===== src/rtl/pcs_loopback_ctrl.sv =====
// -----------------------------------------------------------------------------
// pcs_loopback_ctrl
//   Sequences the RX->TX PCS loopback path. After the transceiver reports
//   ready it waits for a stable RX block lock, releases the PCS TX reset and
//   sends idle words. It moves to word forwarding only on an RX idle, so it
//   always joins the stream on a frame boundary. If the RX lock drops, any
//   open frame is closed with an error word and lock is acquired again.
//
//   Optional feature macro: PCS_LOOPBACK_STATS_EN
//     defined   : drop_cnt_o / relock_cnt_o are saturating event counters
//     undefined : no counter flops, both ports tied to 0
//
// Ports
//   clk, nreset              core clock, asynchronous active-low reset
//   serdes_ready_i           transceiver RX+TX ready (already in clk domain)
//   rx_signal_v_i            PCS RX block lock
//   rx_valid_i               RX word valid
//   rx_ctrl/idle/term/err_v_i, rx_start_v_i[LANE0_CNT_N]  RX control flags
//   rx_data_i, rx_keep_i     RX word payload
//   tx_ready_i               PCS TX accepts a word this cycle
//   tx_nreset_o              PCS TX active-low reset
//   tx_ctrl/idle/term/err_v_o, tx_start_v_o, tx_data_o, tx_keep_o  TX word
//   state_o                  FSM state (0 WAIT_SERDES, 1 WAIT_LOCK,
//                            2 IDLE_FILL, 3 FORWARD)
//   drop_cnt_o               dropped or underrun word count
//   relock_cnt_o             signal-loss event count
// -----------------------------------------------------------------------------
module pcs_loopback_ctrl #(
    parameter int IS_10G      = 1,
    parameter int DATA_W      = 64,
    parameter int KEEP_W      = DATA_W / 8,
    parameter int LOCK_CYCLES = 64,
    parameter int IDLE_CYCLES = 16,
    parameter int CNT_W       = 16
) (
    input  logic                                clk,
    input  logic                                nreset,
    input  logic                                serdes_ready_i,
    input  logic                                rx_signal_v_i,
    input  logic                                rx_valid_i,
    input  logic                                rx_ctrl_v_i,
    input  logic                                rx_idle_v_i,
    input  logic                                rx_term_v_i,
    input  logic                                rx_err_v_i,
    input  logic [((IS_10G != 0) ? 2 : 1)-1:0]  rx_start_v_i,
    input  logic [DATA_W-1:0]                   rx_data_i,
    input  logic [KEEP_W-1:0]                   rx_keep_i,
    input  logic                                tx_ready_i,
    output logic                                tx_nreset_o,
    output logic                                tx_ctrl_v_o,
    output logic                                tx_idle_v_o,
    output logic                                tx_term_v_o,
    output logic                                tx_err_v_o,
    output logic [((IS_10G != 0) ? 2 : 1)-1:0]  tx_start_v_o,
    output logic [DATA_W-1:0]                   tx_data_o,
    output logic [KEEP_W-1:0]                   tx_keep_o,
    output logic [2:0]                          state_o,
    output logic [CNT_W-1:0]                    drop_cnt_o,
    output logic [CNT_W-1:0]                    relock_cnt_o
);

    localparam int LANE0_CNT_N = (IS_10G != 0) ? 2 : 1;
    localparam int LOCK_W      = $clog2(LOCK_CYCLES + 1);
    localparam int FILL_W      = (IDLE_CYCLES > 0) ? $clog2(IDLE_CYCLES + 1) : 1;

    typedef enum logic [2:0] {
        WAIT_SERDES = 3'd0,
        WAIT_LOCK   = 3'd1,
        IDLE_FILL   = 3'd2,
        FORWARD     = 3'd3
    } state_e;

    typedef struct packed {
        logic                   ctrl;
        logic                   idle;
        logic                   term;
        logic                   err;
        logic [LANE0_CNT_N-1:0] start;
        logic [DATA_W-1:0]      data;
        logic [KEEP_W-1:0]      keep;
    } pcs_word_t;

    function automatic pcs_word_t idle_word();
        pcs_word_t w;
        w      = '0;
        w.ctrl = 1'b1;
        w.idle = 1'b1;
        return w;
    endfunction

    function automatic pcs_word_t err_word();
        pcs_word_t w;
        w      = '0;
        w.ctrl = 1'b1;
        w.err  = 1'b1;
        return w;
    endfunction

    state_e             state_q, state_d;
    logic [LOCK_W-1:0]  lock_q, lock_d;
    logic [FILL_W-1:0]  fill_q, fill_d;
    logic               in_frame_q, in_frame_d;
    logic               tx_nreset_q, tx_nreset_d;
    pcs_word_t          tx_q, tx_d;
    pcs_word_t          rx_w;
    logic               drop_inc;
    logic               relock_inc;

    always_comb begin
        rx_w       = '0;
        rx_w.ctrl  = rx_ctrl_v_i;
        rx_w.idle  = rx_idle_v_i;
        rx_w.term  = rx_term_v_i;
        rx_w.err   = rx_err_v_i;
        rx_w.start = rx_start_v_i;
        rx_w.data  = rx_data_i;
        rx_w.keep  = rx_keep_i;
    end

    always_comb begin
        state_d     = state_q;
        lock_d      = lock_q;
        fill_d      = fill_q;
        in_frame_d  = in_frame_q;
        tx_nreset_d = tx_nreset_q;
        tx_d        = tx_q;
        drop_inc    = 1'b0;
        relock_inc  = 1'b0;

        case (state_q)
            WAIT_SERDES: begin
                tx_nreset_d = 1'b0;
                tx_d        = idle_word();
                if (serdes_ready_i) state_d = WAIT_LOCK;
            end

            WAIT_LOCK: begin
                // A pending error word from a signal loss is held until the
                // PCS takes it, then idles follow.
                if (tx_ready_i) tx_d = idle_word();
                if (!rx_signal_v_i) begin
                    lock_d = '0;
                end else if (lock_q == LOCK_W'(LOCK_CYCLES - 1)) begin
                    state_d     = IDLE_FILL;
                    tx_nreset_d = 1'b1;
                end else begin
                    lock_d = lock_q + LOCK_W'(1);
                end
            end

            IDLE_FILL: begin
                if (tx_ready_i) begin
                    tx_d = idle_word();
                    if (fill_q != FILL_W'(IDLE_CYCLES)) fill_d = fill_q + FILL_W'(1);
                end
                if (!rx_signal_v_i) begin
                    state_d    = WAIT_LOCK;
                    relock_inc = 1'b1;
                end else if (fill_q >= FILL_W'(IDLE_CYCLES) && rx_valid_i &&
                             rx_idle_v_i && tx_ready_i) begin
                    // Joining on an RX idle guarantees a frame boundary.
                    state_d = FORWARD;
                    tx_d    = rx_w;
                end
            end

            FORWARD: begin
                if (!rx_signal_v_i) begin
                    state_d    = WAIT_LOCK;
                    relock_inc = 1'b1;
                    tx_d       = in_frame_q ? err_word() : idle_word();
                end else if (!tx_ready_i) begin
                    // TX holds; idles are rate-matching filler and may vanish.
                    if (rx_valid_i && !rx_idle_v_i) drop_inc = 1'b1;
                end else if (rx_valid_i) begin
                    tx_d = rx_w;
                    if (rx_term_v_i || rx_err_v_i) begin
                        // Only a 10G lane-1 start can follow a term in the
                        // same word; that opens the next frame.
                        in_frame_d = (LANE0_CNT_N == 2) && rx_term_v_i && !rx_err_v_i &&
                                     rx_start_v_i[LANE0_CNT_N-1];
                    end else if (|rx_start_v_i) begin
                        in_frame_d = 1'b1;
                    end
                end else if (in_frame_q) begin
                    // Underrun inside a frame: poison it rather than stall.
                    tx_d       = err_word();
                    in_frame_d = 1'b0;
                    drop_inc   = 1'b1;
                end else begin
                    tx_d = idle_word();
                end
            end

            default: begin
                state_d     = WAIT_SERDES;
                tx_nreset_d = 1'b0;
                tx_d        = idle_word();
            end
        endcase

        // Transceiver loss overrides everything, including signal loss.
        if (state_q != WAIT_SERDES && !serdes_ready_i) begin
            state_d     = WAIT_SERDES;
            tx_nreset_d = 1'b0;
            tx_d        = idle_word();
            drop_inc    = 1'b0;
            relock_inc  = 1'b0;
        end

        // Per-state counters restart whenever their state is (re)entered.
        if (state_d != WAIT_LOCK) lock_d = '0;
        if (state_d != IDLE_FILL) fill_d = '0;
        if (state_d != FORWARD)   in_frame_d = 1'b0;
    end

    always_ff @(posedge clk or negedge nreset) begin
        if (!nreset) begin
            state_q     <= WAIT_SERDES;
            lock_q      <= '0;
            fill_q      <= '0;
            in_frame_q  <= 1'b0;
            tx_nreset_q <= 1'b0;
            tx_q        <= idle_word();
        end else begin
            state_q     <= state_d;
            lock_q      <= lock_d;
            fill_q      <= fill_d;
            in_frame_q  <= in_frame_d;
            tx_nreset_q <= tx_nreset_d;
            tx_q        <= tx_d;
        end
    end

`ifdef PCS_LOOPBACK_STATS_EN
    logic [CNT_W-1:0] drop_cnt_q, drop_cnt_d;
    logic [CNT_W-1:0] relock_cnt_q, relock_cnt_d;

    always_comb begin
        drop_cnt_d   = drop_cnt_q;
        relock_cnt_d = relock_cnt_q;
        if (drop_inc && drop_cnt_q != '1)     drop_cnt_d   = drop_cnt_q + CNT_W'(1);
        if (relock_inc && relock_cnt_q != '1) relock_cnt_d = relock_cnt_q + CNT_W'(1);
    end

    always_ff @(posedge clk or negedge nreset) begin
        if (!nreset) begin
            drop_cnt_q   <= '0;
            relock_cnt_q <= '0;
        end else begin
            drop_cnt_q   <= drop_cnt_d;
            relock_cnt_q <= relock_cnt_d;
        end
    end

    assign drop_cnt_o   = drop_cnt_q;
    assign relock_cnt_o = relock_cnt_q;
`else
    logic unused_stats;
    assign unused_stats = drop_inc | relock_inc;
    assign drop_cnt_o   = '0;
    assign relock_cnt_o = '0;
`endif

    assign tx_nreset_o  = tx_nreset_q;
    assign tx_ctrl_v_o  = tx_q.ctrl;
    assign tx_idle_v_o  = tx_q.idle;
    assign tx_term_v_o  = tx_q.term;
    assign tx_err_v_o   = tx_q.err;
    assign tx_start_v_o = tx_q.start;
    assign tx_data_o    = tx_q.data;
    assign tx_keep_o    = tx_q.keep;
    assign state_o      = state_q;

endmodule


===== config.mk =====
export PLATFORM = sky130hd
export DESIGN_NAME = pcs_loopback_ctrl
export DESIGN_NICKNAME = d
export VERILOG_FILES = /design/src/rtl/pcs_loopback_ctrl.sv
export SDC_FILE = /design/constraint.sdc
export NUM_CORES = 1
export LEC_CHECK = 0
export ABC_AREA = 0
export CAP_MARGIN = 30
export CORE_MARGIN = 2
export CORE_UTILIZATION = 40
export DETAILED_ROUTE_END_ITERATION = 10
export GPL_TIMING_DRIVEN = 0
export PLACE_DENSITY = 0.78
export SKIP_CTS_REPAIR_TIMING = 1
export SYNTH_ARGS = -nofsm -noshare
export SYNTH_HDL_FRONTEND = slang
export SYNTH_SLANG_ARGS = --single-unit

===== constraint.sdc =====
create_clock -name clk -period 5.94 [get_ports clk]
set_input_delay 1.782 -clock clk [delete_from_list [all_inputs] [get_ports clk]]
set_output_delay 1.782 -clock clk [all_outputs]
set_load 0.01 [all_outputs]

==> impl_summary.md, run 1 <==
Outcome
The flow ran to the end, and the final reports show no timing, DRC or antenna violations.

Critical path
Along the worst path, the maximum fanout reaches 10. Across all register-to-register paths, the minimum setup slack is 3.48 ns. The nature of the critical path endpoint is a flip-flop. The length in cells of the worst reg-to-reg path is 7. The reg-to-reg startpoint is state_o[2]$_DFF_PN0_. Tracing the worst setup path back leads to its startpoint at serdes_ready_i.

At the worst endpoint, the required time is 6.23 ns. The destination of the critical timing path is tx_data_o[34]$_DFFE_PN0P_. STA classifies the critical path startpoint as a primary input. The capture instance of the worst register-to-register path is tx_data_o[34]$_DFFE_PN0P_. The category of the critical setup timing path is primary input to flip-flop. The critical path arrival is around 4.2 ns.

Clock tree
The cell at the root of the clock tree is sky130_fd_sc_hd__clkbuf_8. TritonCTS built the clock tree. The H-tree was split into 3 levels. TritonCTS created 9 clock buffers. Clock latency on the worst-skew pair, taken at its later pin, is 0.37 ns. The clock transition at the register clock pins on the worst setup and hold paths after CTS is 0.10 ns. The buffer depth of the longest clock path is 2. The total number of clock tree sinks is 95.

Power and ir drop
The switching power total is 0.3082 mW. In this run the static leakage power is 2.913 nW. The internal portion of total power is 0.9283 mW. The clock network accounts for between 30% and 40% of the total power. The total power draw is ~1.2 mW. The part of the power in combinational logic is just under 10%. The worst supply voltage drop on vdd is 0.0001445 V.

Dividing total power by cell area gives a power density of 192.9 mW/mm². The part of the total power dissipated in sequential elements is 52.4%. The switching portion of total power is 24.93%.

GRT
The global-route wire length before repair is 18,400 µm. The overall fraction of global-route tracks in use is 20.57%. The number of global-route vias before repair is 3,461.

The initial antenna violation count is 1. The largest net degree at the start of global routing is 71. For this run the aggregate overflow at the end of global routing stands at 0.

Logic synthesis
For this run, the number of Yosys warnings is 0. In the synthesized netlist the dominant register cell turns out to be sky130_fd_sc_hd__dfrtp_1. The number of flops mapped to enable cells by yosys is 0. The area share of the largest cell type after synthesis is approximately 55%. The share of the synthesized netlist area taken by xor and xnor gates is 0.8284%. The cell type with the largest total area after synthesis is sky130_fd_sc_hd__dfrtp_1. The average instance in the mapped netlist occupies 12.15 µm².

After synthesis the cells add up to 0.004229 mm². The sequential share of the synthesized area is 56.27%. The complex-gate fraction of the synthesized area is between 20 and 25%. After Yosys synthesis, and, or, nand and nor cells account for 9.083% of the synthesized area. The number of standard cells after synthesis is 348. The netlist uses 56 different library cells. For this run, asynchronously set or reset flops after synthesis account for 100.0%. The dominant combinational cell family by area after synthesis is compound AO/OA/AOI/OAI gates.

In the post-synthesis netlist, the biggest area contributors are sky130_fd_sc_hd__dfrtp_1 (55%), sky130_fd_sc_hd__a22o_1 (16%), sky130_fd_sc_hd__buf_4 (6.0%). Multiplexer cells account for 0.9763% of the synthesized area. The flip-flop and latch count after synthesis is 95.

Of the total synthesized cell area, the portion taken by full adders, half adders and majority gates is less than 1%.

Final layout
Leaving out fill and tap cells, the most frequent cells in the layout are sky130_fd_sc_hd__clkdlybuf4s50_1 (162), sky130_fd_sc_hd__dfrtp_1 (93), sky130_fd_sc_hd__a22o_1 (75), sky130_fd_sc_hd__buf_4 (35), sky130_fd_sc_hd__conb_1 (33). The number of nets in the layout is 643. The fraction of final layout cells sized beyond drive strength 1 is 12.83%. The library cell used most frequently in the layout, excluding fill and tap cells, is sky130_fd_sc_hd__clkdlybuf4s50_1.

The non-filler instance count after layout is 698. After routing the design area is 0.006410 mm². The area added between synthesis and finish is 51.57%.

Timing
Setup violations remaining at the end of the flow were counted as 0. The slew at the pin closest to its max-slew limit is about 0.65 ns. Setup repair after global routing left no endpoint under its margin. The final period utilization is 65.00%. Setup total negative slack on the finished layout was measured at 0 ns. The number of pins with negative max-slew slack in the final report came to 0. The count of endpoints failing hold in the final timing report is 0. The top achievable clock speed is between 0.2 and 0.3 GHz. The setup skew after layout is 0.01344 ns. The time the final worst path needs with I/O delays and setup is 3.861 ns. Measured against its own limit, the worst slew margin works out to 56.28%.

Floorplan
From bottom edge to top edge, the die measures 106.8 µm. The initial cell density of the core is about two fifths. The die covers 0.01141 mm². The I/O pin total is 198.

The total area inside the core boundary comes to 0.01028 mm². The width of the chip is 106.8 µm. The number of rows created at floorplan is 37.

Drt
In the routed design, unresolved DRC markers number 0. The count of nets left with antenna violations once routing finished came out at 0. For this block, the initial DRC count from the detailed router was 192. Dividing the detail-routed via count by the number of cells gives around 5. The pre-antenna-repair detailed-routing pass consisted of 4 iterations. The via count is roughly 3,600. In the final routed layout, each cell accounts on average for between 15 and 20 µm.

The total detailed-routing wirelength is 11,810 µm.

Worst hold path
The path class of the tightest hold or removal check is flip-flop to flip-flop. Counting instances, the worst hold path has a depth of 1.

Place
The number of buffer cells added on primary ports is 163. The wire-length estimate of the detail-placed layout is 8822 µm. The placed instance area is 0.006176 mm². In this run, placement finished with an instance count of 680. The last weighted congestion value of the routability-driven placer is 0.8637.

Flow run
The max-capacitance violation count is 0.
-- registers in the layout, indices dropped and copies added (netlist names) --
signal        flops
tx_start_v_o      2
tx_ctrl_v_o       1
fill_q            5
tx_keep_o         8
lock_q            7
in_frame_q        1
state_o           3
tx_data_o        64
tx_idle_v_o       1
tx_nreset_o       1
tx_err_v_o        1
tx_term_v_o       1
-- per-stage QoR --
| step | hold slack [ns] | utilization [%] | setup slack [ns] |
|---|---|---|---|
| after floorplan | 0.5016 | - | 2.687 |
| after global placement | 0.4811 | 59.85 | -0.2959 |
| after detailed placement | 0.4800 | 60.09 | 1.705 |
| after CTS | 0.5108 | 62.30 | 2.085 |
| after global routing | 0.5264 | 62.37 | 1.916 |
| final | 0.5049 | 62.37 | 2.079 |
-- how the worst min path moves through the flow --
stage | from | end | slack, ns
2_1_floorplan | lock_q[6]$_DFFE_PN0P_ | lock_q[6]$_DFFE_PN0P_ | 0.50
3_3_place_gp | tx_data_o[63]$_DFFE_PN0P_ | tx_data_o[63]$_DFFE_PN0P_ | 0.48
3_5_place_dp | tx_data_o[63]$_DFFE_PN0P_ | tx_data_o[63]$_DFFE_PN0P_ | 0.48
4_1_cts | tx_data_o[23]$_DFFE_PN0P_ | tx_data_o[23]$_DFFE_PN0P_ | 0.51
5_1_grt | tx_data_o[2]$_DFFE_PN0P_ | tx_data_o[2]$_DFFE_PN0P_ | 0.53
6_report | tx_data_o[23]$_DFFE_PN0P_ | tx_data_o[23]$_DFFE_PN0P_ | 0.50
-- area by class of cell --
type / count / area [µm²]
antenna: 1 / 2.502
clock inverter: 7 / 102.6
inverter: 9 / 33.78
timing repair buffer: 165 / 1662
clock buffer: 9 / 123.9
fill: 834 / 3867
tap: 136 / 170.2
sequential: 95 / 2380
multi-input combinational: 220 / 1559
buffer: 56 / 376.6
-- logic make-up after synthesis --
group                      after synthesis
and+or+nand+nor                         67
adders and majority gates                3
buffers and inverters                   65
muxes                                    4
xor gates and xnor gates                 4
other                                    1
AOI/OAI and AO/OA                      109
DFF                                     95
-- critical path, cell delays in order --
cell                              delay, ns
sky130_fd_sc_hd__clkdlybuf4s50_1       0.59
sky130_fd_sc_hd__nor2b_1               0.27
sky130_fd_sc_hd__nand2_1               0.17
sky130_fd_sc_hd__nor3_1                0.38
sky130_fd_sc_hd__buf_2                 0.32
sky130_fd_sc_hd__clkbuf_1              0.42
sky130_fd_sc_hd__a22o_1                0.21
-- power groups by stage --
stage	clock network (mW)	logic [mW]	registers [mW]
2_1_floorplan	0	0.0427	0.661
3_3_place_gp	0	0.117	0.661
3_5_place_dp	0	0.121	0.661
4_1_cts	0.484	0.122	0.648
5_1_grt	0.505	0.134	0.649
6_report	0.465	0.123	0.648
-- routing by layer --
metal	part of all wire, %	vias up	global-route usage (%)	wire (µm)
li1	-	1663	-	-
met1	41	1719	27.40	4900
met2	48	174	33.21	5724
met3	7.6	23	4.316	902
met4	2.4	0	7.699	286
met5	0	-	0	0
-- synth_stat cells, drive strengths merged, types with 2 or more instances --
library cell  instances
dfrtp                93
a22o                 75
buf                  45
nand2                12
clkbuf               11
nor3                 10
inv                   9
nor2                  8
o21ai                 6
a211oi                5
a21oi                 5
nand4                 5
and3b                 3
ha                    3
mux2i                 3
nand2b                3
nand3                 3
nor2b                 3
nor4                  3
or3                   3
a41oi                 2
and3                  2
dfstp                 2
nand4b                2
nor3b                 2
nor4bb                2
xnor2                 2
xor2                  2
Note: power is estimated with default switching activity, not from simulation.
==> inputs of run 2 (changes only) <==
- CORE_UTILIZATION: 40 -> 37
- PLACE_DENSITY: 0.78 -> 0.76
- clock period: 5.94 -> 3.2 ns (I/O delays scaled with it)
==> impl_summary.md, run 2 (synthesis results as in run 1) <==
Final layout
The register with the most flip-flops in the layout has 64 of them. In the layout the commonest cells are sky130_fd_sc_hd__clkdlybuf4s50_1 (162), sky130_fd_sc_hd__dfrtp_1 (93), sky130_fd_sc_hd__a22o_1 (75), sky130_fd_sc_hd__buf_4 (35), sky130_fd_sc_hd__conb_1 (33). The number of nets in the layout is 642.

The most common library cell in the layout ignoring fill and taps is sky130_fd_sc_hd__clkdlybuf4s50_1. The number of antenna diodes is 0. Compared with the post-synthesis result, the final layout area differs by 54.26%. The share of the core filled with cells is 57.88%. Excluding fillers, the count of instances in the completed layout stands at 703. The fraction of final layout cells sized beyond drive strength 1 is 12.68%.

Clock tree
Counting the buffers created by CTS gives 9. In this run the clock root is driven by a sky130_fd_sc_hd__clkbuf_16. TritonCTS built the clock tree.

The clock tree synthesis step divided the H-tree into 3 levels. The total number of clock tree sinks is between 90 and 100. At the later pin of the worst-skew pair, clock insertion delay measures 0.34 ns. In this run the deepest clock path goes through 2 buffers. Clock-pin slew was measured on the worst setup and hold paths at 0.08 ns.

GRT
The largest net degree at the start of global routing is 75. The number of global-route vias before repair is 3,522. The total congestion overflow after global routing is 0.

The global-route wire length before repair is 18,840 µm. The initial antenna violation count is 0. The overall fraction of global-route tracks in use is between 10% and 20%.

Floorplan
The area of the die is 0.01230 mm². The height of the die is around 110 µm. Once the floorplan was initialized, standard cells occupied a little under two fifths of the core. The width of the chip is 110.9 µm.

The area of the core region is 0.01127 mm². The floorplan has 39 rows. 198 I/O pins were placed.

Power and ir drop
In this run the static leakage power is 2.962 nW. Across the VDD grid, the largest voltage drop is approximately 0.00032 V. In this run the power density over the cells is 402.9 mW/mm².

Critical path
At the worst endpoint, the arrival time is roughly 3.3 ns. The kind of start point of the critical path is a primary input. The critical path is of the primary input to flip-flop type. The nature of the critical path endpoint is a flip-flop. Along the worst path, the maximum fanout reaches 10. The startpoint identified for the worst register-to-register timing path is state_o[2]$_DFF_PN0_. For the worst setup path, the data required time is 3.47 ns. In this run the worst setup path begins at serdes_ready_i.

Place
The congestion estimate from routability-driven global placement came to 0.8332. The count of buffers added on input and output ports is 163. The number of placed instances with taps included is approximately 690. The HPWL after detailed placement is between 8000 and 9000 µm.

Drt
The average detailed-routed wire length per instance is 16.62 µm. The number of DRC violations after detailed-routing iteration 0 is 203. After detailed routing, the number of remaining DRC violations is 0. The detail route stage leaves a number of antenna-violating nets equal to 0. The via count is 3,597.

The first detailed-routing pass ran for 4 iterations. Dividing the detail-routed via count by the number of cells gives 5.117. The total detailed-routing wirelength is 11,680 µm.

Timing
Setup repair after global routing left no endpoint under its margin. The headroom to the max-slew limit is 26.84%. Timing would allow up to 0.3352 GHz. The count of endpoints failing hold in the final timing report was 0. The final period utilization is 93.22%. The slew at the pin closest to its max-slew limit is between 1 and 1.5 ns. For the final database, setup skew stands at 0.01101 ns. The number of pins with negative max-slew slack in the final report is 0.

Setup violations remaining at the end of the flow were counted as 0. The time the final worst path needs with I/O delays and setup is 2.983 ns.

Flow run
Across the run, the number of max-cap violations was 0.

Outcome
The run finished with clean final reports.

Worst hold path
The path category of the worst min-delay check is primary input to async pin.
## run 2: cell count changes in the layout (fill, tap and decap cells not counted), sizes merged
cell	delta
buf	-1
bufinv	+1
clkinv	-1
diode	-1
## run 2: stage by stage
stage          power, mW  TNS [ns]  setup slack [ns]  area, µm²  hold slack [ns]
3_3_place_gp       1.446   -213.76            -2.234       6160           0.4819
6_report           2.629         0            0.2168       6524           0.4977
2_1_floorplan      1.307         0            0.7690       4349           0.5016
4_1_cts            2.654         0            0.1775       6524           0.4986
5_1_grt            2.726         0           0.01030       6524           0.5137
3_5_place_dp       1.453    -4.360           -0.1632       6185           0.4812
## run 2: final timing paths
kind                       slack (ns)  cells after the start                        end
min in group clk                 0.50                      1  tx_data_o[37]$_DFFE_PN0P_
max in group asynchronous        2.00                      2    tx_idle_v_o$_DFFE_PN1P_
max reg2reg                      0.74                      7   tx_keep_o[7]$_DFFE_PN0P_
min                              0.50                      1  tx_data_o[53]$_DFFE_PN0P_
max                              0.22                      7   tx_keep_o[7]$_DFFE_PN0P_
min reg2reg                      0.50                      1  tx_data_o[37]$_DFFE_PN0P_
## run 2: layer usage
layer  vias up  wire length, µm  track usage, %
li1       1666                -               -
met1      1758             5097           25.21
met2       163             5690           31.37
met3        10              776           4.101
met4         0              119           6.083
met5         -                0               0
## run 2: critical path, cell delays in order
cell and delay, ns:
sky130_fd_sc_hd__clkdlybuf4s50_1 0.52, sky130_fd_sc_hd__nor2b_1 0.25, sky130_fd_sc_hd__nand2_1 0.15, sky130_fd_sc_hd__nor3_1 0.40, sky130_fd_sc_hd__buf_2 0.34, sky130_fd_sc_hd__clkbuf_1 0.41
sky130_fd_sc_hd__a22o_1 0.22
## run 2: layout make-up
| cell class | count | area, µm² |
|---|---|---|
| plain buffers | 56 | 376.6 |
| clock buffers | 9 | 225.2 |
| clock inverters | 7 | 113.9 |
| fillers | 936 | 4748 |
| inverters | 9 | 33.78 |
| multi-input cells | 220 | 1559 |
| flip-flops and latches | 95 | 2380 |
| well taps | 143 | 178.9 |
| repair buffers | 164 | 1657 |
## run 2: report_power, final
part | switching [mW] | internal, mW
Combinational | 0.0968 | 0.131
Clock | 0.493 | 0.704
Sequential | 0.00124 | 1.20
Total | 0.591 | 2.04
